==> src/rtl/spad_sram_ctrl.sv <==
// Scratchpad SRAM controller: fixed-priority (BE > VC > SA) arbiter driving
// one bank access per grant, with read-data capture and response pulses.
module spad_sram_ctrl #(
  parameter int READ_LAT = 2,
  parameter int SLOT_W   = 32,
  parameter int DATA_W   = 64
) (
  input  logic              clk_i,
  input  logic              rst_ni,
  input  logic              sram_req_be_i,
  input  logic              sram_req_vc_i,
  input  logic              sram_req_sa_i,
  input  logic              vc_write_i,
  input  logic              sa_write_i,
  input  logic [SLOT_W-1:0] be_slot_i,
  input  logic [SLOT_W-1:0] vc_slot_i,
  input  logic [SLOT_W-1:0] sa_slot_i,
  input  logic [DATA_W-1:0] xbar_out_i,
  output logic              sram_reserved_be_o,
  output logic              sram_reserved_vc_o,
  output logic              sram_reserved_sa_o,
  output logic              bank_en_o,
  output logic              bank_we_o,
  output logic [SLOT_W-1:0] bank_slot_o,
  output logic [DATA_W-1:0] bank_wdata_o,
  input  logic [DATA_W-1:0] bank_rdata_i,
  output logic [DATA_W-1:0] xbar_in_vc_o,
  output logic [DATA_W-1:0] xbar_in_sa_o,
  output logic [1:0]        resp_valid_o,
  output logic              resp_ready_o,
  output logic [DATA_W-1:0] resp_rdata_o,
  output logic              be_wr_done_o
);

  typedef enum logic [1:0] {
    S_IDLE,
    S_ACCESS,
    S_WAIT,
    S_RESP
  } state_e;

  typedef enum logic [1:0] {
    O_NONE,
    O_BE,
    O_VC,
    O_SA
  } owner_e;

  localparam logic [2:0] LAT = 3'(READ_LAT);

  state_e              state_q, state_d;
  owner_e              owner_q, owner_d;
  logic [2:0]          cnt_q, cnt_d;
  logic                wr_q, wr_d;
  logic [SLOT_W-1:0]   slot_q, slot_d;
  logic [DATA_W-1:0]   wdata_q, wdata_d;
  logic [DATA_W-1:0]   rdata_q, rdata_d;
  logic [DATA_W-1:0]   xvc_q, xvc_d;
  logic [DATA_W-1:0]   xsa_q, xsa_d;

  logic                arb_req;
  owner_e              arb_owner;
  logic                arb_wr;
  logic [SLOT_W-1:0]   arb_slot;

  // Fixed priority: a lower requester only wins when all higher ones are idle.
  always_comb begin
    arb_req   = sram_req_be_i | sram_req_vc_i | sram_req_sa_i;
    arb_owner = O_NONE;
    arb_wr    = 1'b0;
    arb_slot  = '0;
    if (sram_req_be_i) begin
      arb_owner = O_BE;
      arb_wr    = 1'b1;
      arb_slot  = be_slot_i;
    end else if (sram_req_vc_i) begin
      arb_owner = O_VC;
      arb_wr    = vc_write_i;
      arb_slot  = vc_slot_i;
    end else if (sram_req_sa_i) begin
      arb_owner = O_SA;
      arb_wr    = sa_write_i;
      arb_slot  = sa_slot_i;
    end
  end

  always_ff @(posedge clk_i or negedge rst_ni) begin
    if (!rst_ni) begin
      state_q <= S_IDLE;
      owner_q <= O_NONE;
      cnt_q   <= '0;
      wr_q    <= 1'b0;
      slot_q  <= '0;
      wdata_q <= '0;
      rdata_q <= '0;
      xvc_q   <= '0;
      xsa_q   <= '0;
    end else begin
      state_q <= state_d;
      owner_q <= owner_d;
      cnt_q   <= cnt_d;
      wr_q    <= wr_d;
      slot_q  <= slot_d;
      wdata_q <= wdata_d;
      rdata_q <= rdata_d;
      xvc_q   <= xvc_d;
      xsa_q   <= xsa_d;
    end
  end

  always_comb begin
    state_d = state_q;
    owner_d = owner_q;
    cnt_d   = cnt_q;
    wr_d    = wr_q;
    slot_d  = slot_q;
    wdata_d = wdata_q;
    rdata_d = rdata_q;
    xvc_d   = xvc_q;
    xsa_d   = xsa_q;
    unique case (state_q)
      S_IDLE, S_RESP: begin
        state_d = S_IDLE;
        if (arb_req) begin
          state_d = S_ACCESS;
          owner_d = arb_owner;
          wr_d    = arb_wr;
          slot_d  = arb_slot;
          wdata_d = xbar_out_i;
        end
      end
      S_ACCESS: begin
        if (wr_q) begin
          state_d = S_RESP;
        end else begin
          state_d = S_WAIT;
          cnt_d   = 3'd1;
        end
      end
      S_WAIT: begin
        if (cnt_q == LAT) begin
          state_d = S_RESP;
          rdata_d = bank_rdata_i;
          if (owner_q == O_VC) xvc_d = bank_rdata_i;
          if (owner_q == O_SA) xsa_d = bank_rdata_i;
        end else begin
          cnt_d = cnt_q + 3'd1;
        end
      end
      default: state_d = S_IDLE;
    endcase
  end

  always_comb begin
    sram_reserved_be_o = 1'b0;
    sram_reserved_vc_o = 1'b0;
    sram_reserved_sa_o = 1'b0;
    bank_en_o          = 1'b0;
    bank_we_o          = 1'b0;
    bank_slot_o        = '0;
    bank_wdata_o       = '0;
    resp_valid_o       = 2'b00;
    be_wr_done_o       = 1'b0;
    resp_ready_o       = (state_q == S_IDLE);
    if (state_q == S_ACCESS) begin
      bank_en_o    = 1'b1;
      bank_we_o    = wr_q;
      bank_slot_o  = slot_q;
      bank_wdata_o = wdata_q;
      unique case (owner_q)
        O_BE:    sram_reserved_be_o = 1'b1;
        O_VC:    sram_reserved_vc_o = 1'b1;
        O_SA:    sram_reserved_sa_o = 1'b1;
        default: ;
      endcase
    end
    if (state_q == S_RESP) begin
      unique case (owner_q)
        O_BE:    be_wr_done_o = 1'b1;
        O_VC:    resp_valid_o = 2'b10;
        O_SA:    resp_valid_o = 2'b01;
        default: ;
      endcase
    end
  end

  assign xbar_in_vc_o = xvc_q;
  assign xbar_in_sa_o = xsa_q;
  assign resp_rdata_o = rdata_q;

endmodule

==> config.mk <==
export PLATFORM = sky130hd
export DESIGN_NAME = spad_sram_ctrl
export DESIGN_NICKNAME = d
export VERILOG_FILES = /design/src/rtl/spad_sram_ctrl.sv
export SDC_FILE = /design/constraint.sdc
export NUM_CORES = 1
export LEC_CHECK = 0
export ABC_AREA = 1
export BUFFER_PORTS_ARGS = -buffer_cell sky130_fd_sc_hd__buf_2
export CAP_MARGIN = 20
export CORE_AREA = 4 4 202 204
export CTS_CLUSTER_SIZE = 14
export DETAILED_ROUTE_END_ITERATION = 10
export DIE_AREA = 0 0 206 208
export GPL_TIMING_DRIVEN = 1
export HOLD_SLACK_MARGIN = 0.1
export SLEW_MARGIN = 10
export SYNTH_ARGS = -nofsm -noshare
export SYNTH_HDL_FRONTEND = slang
export SYNTH_SLANG_ARGS = --single-unit
==> constraint.sdc <==
create_clock -name clk_i -period 2.7 [get_ports clk_i]
set_input_delay 0.27 -clock clk_i [delete_from_list [all_inputs] [get_ports clk_i]]
set_output_delay 0.27 -clock clk_i [all_outputs]
set_load 0.01 [all_outputs]
Word-level counts from Yosys, hierarchy flattened
Cells that the tools add are included.
- flip-flop bits (word level): 296
- bits in latches: 0
- RAM bits: 0
- bits in read-only memories: 0
- input bits: 231
- output and inout bits: 297
- memories: 0
- $add $sub $neg: 1
- $mul: 0
- divide/modulo/power cells: 0
- $lt $le $gt $ge: 0
- eq/ne operators: 10
- shift operators: 0
- muxes and demuxes: 29
- bitwise gates (word level): 2
- reduce and logical (&&, ||, !) cells: 8
- operator list (cell ; count):
    $mux 32 ; 4
    $mux 64 ; 1
    $mux 1 ; 14
    $mux 2 ; 5
    $reduce_and 3->1 ; 3
    $eq 2x2->1 const B ; 4
    $mux 3 ; 2
    $ne 2x2->1 const B ; 3
    $pmux 2 s3 ; 1
    $pmux 3 s2 ; 1
    $eq 2x1->1 const B ; 2
    $pmux 2 s2 ; 1
    $reduce_and 2->1 ; 2
    $add 3x1->3 const B ; 1
    $eq 3x2->1 const B ; 1
    $logic_not 2->1 ; 1
    $or 1x1->1 ; 2
    $reduce_bool 2->1 ; 1
    $reduce_or 2->1 ; 1

Logic depth before layout (Yosys ltp)
- depth in word-level cells: 4
- depth in mapped cells: 10
- depth with buffers taken out: 8

Worst setup path before layout
No wires, ideal clock.
- kind: register -> register
- start: register state_q[0]
- end: register wdata_q[20]
- arrival time: 1582 ps
- required time: 2584 ps
- path slack: 1002 ps
- cell stages (with the launch flop): 11
- path buffers: 2
- path through: dfrtp_1 inv_1 ha_1 inv_1 nand2_1 nand2_4 clkinv_2 buf_6 buf_6 nand2_1 nand2_1
- cells in the longest elaborated chain, start to end: 3
- elaborated cells between the ends (all ways): 4
- those cells by class: 1 x eq/ne; 3 x reduce/logical
- ends and longest elaborated chain (item ; line ; RTL):
    start, declared ; 51 ; state_e state_q, state_d;
    start signal, assigned ; 99 ; state_q <= state_d;
    $eq 2x2->1 / $logic_not 2->1 (equally long branches) ; 121 ; unique case (state_q)
    $reduce_or 2->1 * ; 121 ;
    $reduce_and 2->1 (no line) * ; -- ;
    end signal, assigned ; 104 ; wdata_q <= wdata_d;
    end, declared ; 56 ; logic [DATA_W-1:0] wdata_q, wdata_d;
Every way passes the cells marked *; elsewhere a longest branch is shown, timed or not.
A chain may end at the register's enable or synchronous reset.

Worst setup path after layout
- start: register state_q[0]
- end: register slot_q[26]
- cells in the longest elaborated chain, start to end: 3
- elaborated cells between the ends (all ways): 4
- those cells by class: 1 x eq/ne; 3 x reduce/logical
- ends and longest elaborated chain (item ; line ; RTL):
    $eq 2x2->1 / $logic_not 2->1 (equally long branches) ; 121 ;
    $reduce_or 2->1 * ; 121 ;
    $reduce_and 2->1 (no line) * ; -- ;
    end signal, assigned ; 103 ; slot_q <= slot_d;
    end, declared ; 55 ; logic [SLOT_W-1:0] slot_q, slot_d;
Marks and branches as above.

==> results.yml <==
clock_tree:
  cts_tree: "yes"
  clock_sinks: 296
  cts_post_setup_buffers_inserted: 0
  cts_made_buffers: 34
  cts_htree_levels: 2
  clk_pin_slew_ns: 0.06
  clk_latency_ns: 0.52
  cts_root_buf: "clkbuf_16"
  cts_buffer_depth: 3
logic_synthesis:
  synth_flop_cell: "dfrtp_1"
  yosysUniqueCellTypes: 24
  synth_edf_count: 0
  async_flop_share: 1.00
  yosysSeqAreaShare: 0.583
  synth_area_per_cell_um2: 8.19
  synth_fp_nets: 1789
  synthCells: 1550
  syn_area_mm2: 0.0127
  synth.ff_latch_count: 296
  yosysWarnings: 0
  synth_top_area_frac: 0.583
  synthTopCellsByArea: "dfrtp_1 (58%), nand2_1 (19%), o21ai_0 (6.3%), inv_1 (6.1%), nand3_1 (2.9%)"
  synth_top_cell_by_area: "dfrtp_1"
routing:
  drt_wl_total_um: 43400
  drtPass1Iterations: 5
  drc_errors: 0
  drt_iter0_markers: 654
  via_count: 12600
  wl_per_cell_um: 15.6
  routed_via_density: 4.53
  antenna_left: 0
setup_path:
  critPathLaunch: "state_q[0]$_DFFE_PN0P_"
  cp-end-kind: "flip-flop"
  cp_max_fo: 68
  start_kind: "flip-flop"
  timing_worst_setup_path_type: "flip-flop to flip-flop"
  crit_top_cell: "inv_1"
  slowest_delay_ns: 0.56
  crit_chain: "inv_1 -> ha_1 -> inv_1 -> nand2_2 -> nand2_8 -> buf_16 -> nand3_1 -> dlygate4sd3_1 -> nand2_1"
  critPathArrivalTime_ns: 2.96
  worstPathRequired_ns: 3.16
  timing.rr.start: "state_q[0]$_DFFE_PN0P_"
  crit_slowest_cell: "dlygate4sd3_1"
flow_run:
  maxCapViolations: 0
sta:
  skew_ns: 0.0196
  final-max-slew-violation-count: 0
  tightest_slew_ns: 0.649
  grt_setup_unrepaired: "no"
  fin_crit_ns: 2.50
  fin_tns_setup_ns: 0
  max_slew_margin: 0.567
  timing.fmax_mhz: 400
  finalHoldViolCount: 0
  holdWs_ns: 0.111
  post-route-period-util: 0.925
  finalSetupViolCount: 0
finish:
  drive_gt1_frac: 0.271
  layoutNonFillerInstCount: 2779
  fin_nets: 2469
  area_delta_synth_final_pct: 48.5
placement:
  gp_congestion: 0.833
  placedCellCount: 2534
  io_buffers: 527
  dp_hpwl_um: 30100
die:
  core_region_area_mm2: 0.0393
  start_util: 0.323
  die_x_um: 206
  die_area_mm2: 0.0428
  num_io_pins: 528
  die-height_um: 208
  num_rows: 73
pwr:
  ir_drop_uv: 874
  powerDensity_mw_per_mm2: 1130
  cellLeakagePower_uw: 0.0109
global_route:
  antenna_found_initial: 1
  grt_pass1_vias: 12700
  grt_usage: 0.194
  gr-total-overflow: 0
  grt_pass1_wl_um: 67500
  grt_max_degree: 129
min_path:
  min-delay-start: "bank_rdata_i[48]"
  hp-class: "input port to flip-flop"
run_status:
  status: "finished, final reports clean"
area by class of cell:
class	instances	area [um^2]
clock buffers	54	1030
multi-input cells	953	4110
fillers	3719	20400
well taps	525	657
diodes	2	5.00
repair buffers	734	4830
flip-flops and latches	296	7410
clock inverters	4	26.3
inverters	211	795
worst paths after layout:
path	endpoint	slack (ns)	depth (start not counted)
max in group asynchronous	wdata_q[21]$_DFFE_PN0P_	1.55	3
worst max-delay path	slot_q[26]$_DFFE_PN0P_	0.20	9
worst min-delay path	xbar_in_vc_o[48]$_DFFE_PN0P_	0.11	3
worst max register to register	slot_q[26]$_DFFE_PN0P_	0.20	9
worst min register to register	wdata_q[15]$_DFFE_PN0P_	0.47	2
min in group asynchronous	xbar_in_vc_o[8]$_DFFE_PN0P_	0.33	2
registers in the layout, summed over array words and instances, names as in the netlist:
name,count
cnt_q,3
owner_q,2
resp_rdata_o,64
slot_q,32
state_q,2
wdata_q,64
wr_q,1
xbar_in_sa_o,64
xbar_in_vc_o,64
logic make-up (layout without fill, tap and decap cells):
family,count (synthesis),in the layout,synth area share
AO/OA/AOI/OAI,231,231,0.0921
adder cells (fa/ha/maj),8,8,0.00788
buffers and inverters,302,1003,0.0972
flip-flops,296,296,0.583
other,0,2,0
AND/OR/NAND/NOR,713,714,0.220
cell usage after synthesis (2+ instances only):
cell      number
o21ai_1       35
buf_6          4
inv_2          3
o21ai_0      161
buf_1          8
nor2_1         5
a21oi_1       33
nand2_1      630
dfrtp_1      296
nand3_1       73
clkbuf_1      25
inv_1        206
ha_1           8
nor3_1         2
buf_2         52
critical path: cells and delay by family, from the launching register on:
| kind | cells | cell delay (ns) |
|---|---|---|
| flip-flops | 1 | 0.45 |
| buffers and inverters | 4 | 1.10 |
| adder cells (fa/ha/maj) | 1 | 0.34 |
| AND/OR/NAND/NOR | 4 | 0.49 |
per-layer routing:
layer,up-vias,GRT usage,routed length [um]
li1,6076,-,-
met1,5899,0.237,17500
met2,522,0.328,20700
met3,81,0.0474,3760
met4,0,0.0760,1420
met5,-,0,0
power breakdown:
part | internal [uW] | switching [uW]
Sequential | 6660 | 1270
Combinational | 3500 | 5470
Clock | 2600 | 1760
Total | 12800 | 8510
metrics by stage:
step	total power [uW]	utilization	setup WS [ns]	instance area, um^2
detailed placement	16600	0.406	0.454	15900
CTS	21400	0.479	0.0337	18800
global placement	16300	0.406	0.544	15900
finish	21300	0.480	0.202	18900
global route	23000	0.480	0.0163	18900
floorplan	12700	-	1.00	12700
repair_timing:
action	4_1_cts	5_1_grt
hold buffers	184	0
endpoints found under the hold margin	342	0
resized for setup	0	3
endpoints found under the setup margin	0	3
layout by cell type, fill, tap and decap left out, drive strengths merged:
cell,netlist,layout
nand2,631,632
or2,1,1
ha,8,8
inv,209,209
nor3,2,2
a21oi,33,33
clkbuf,26,54
diode,0,2
clkinv,2,5
nand3,73,73
clkinvlp,0,1
a21boi,1,1
o21ai,197,197
nor2,6,6
dlygate4sd3,0,184
dfrtp,296,296
buf,65,550
(Power assumes the default switching activity.)
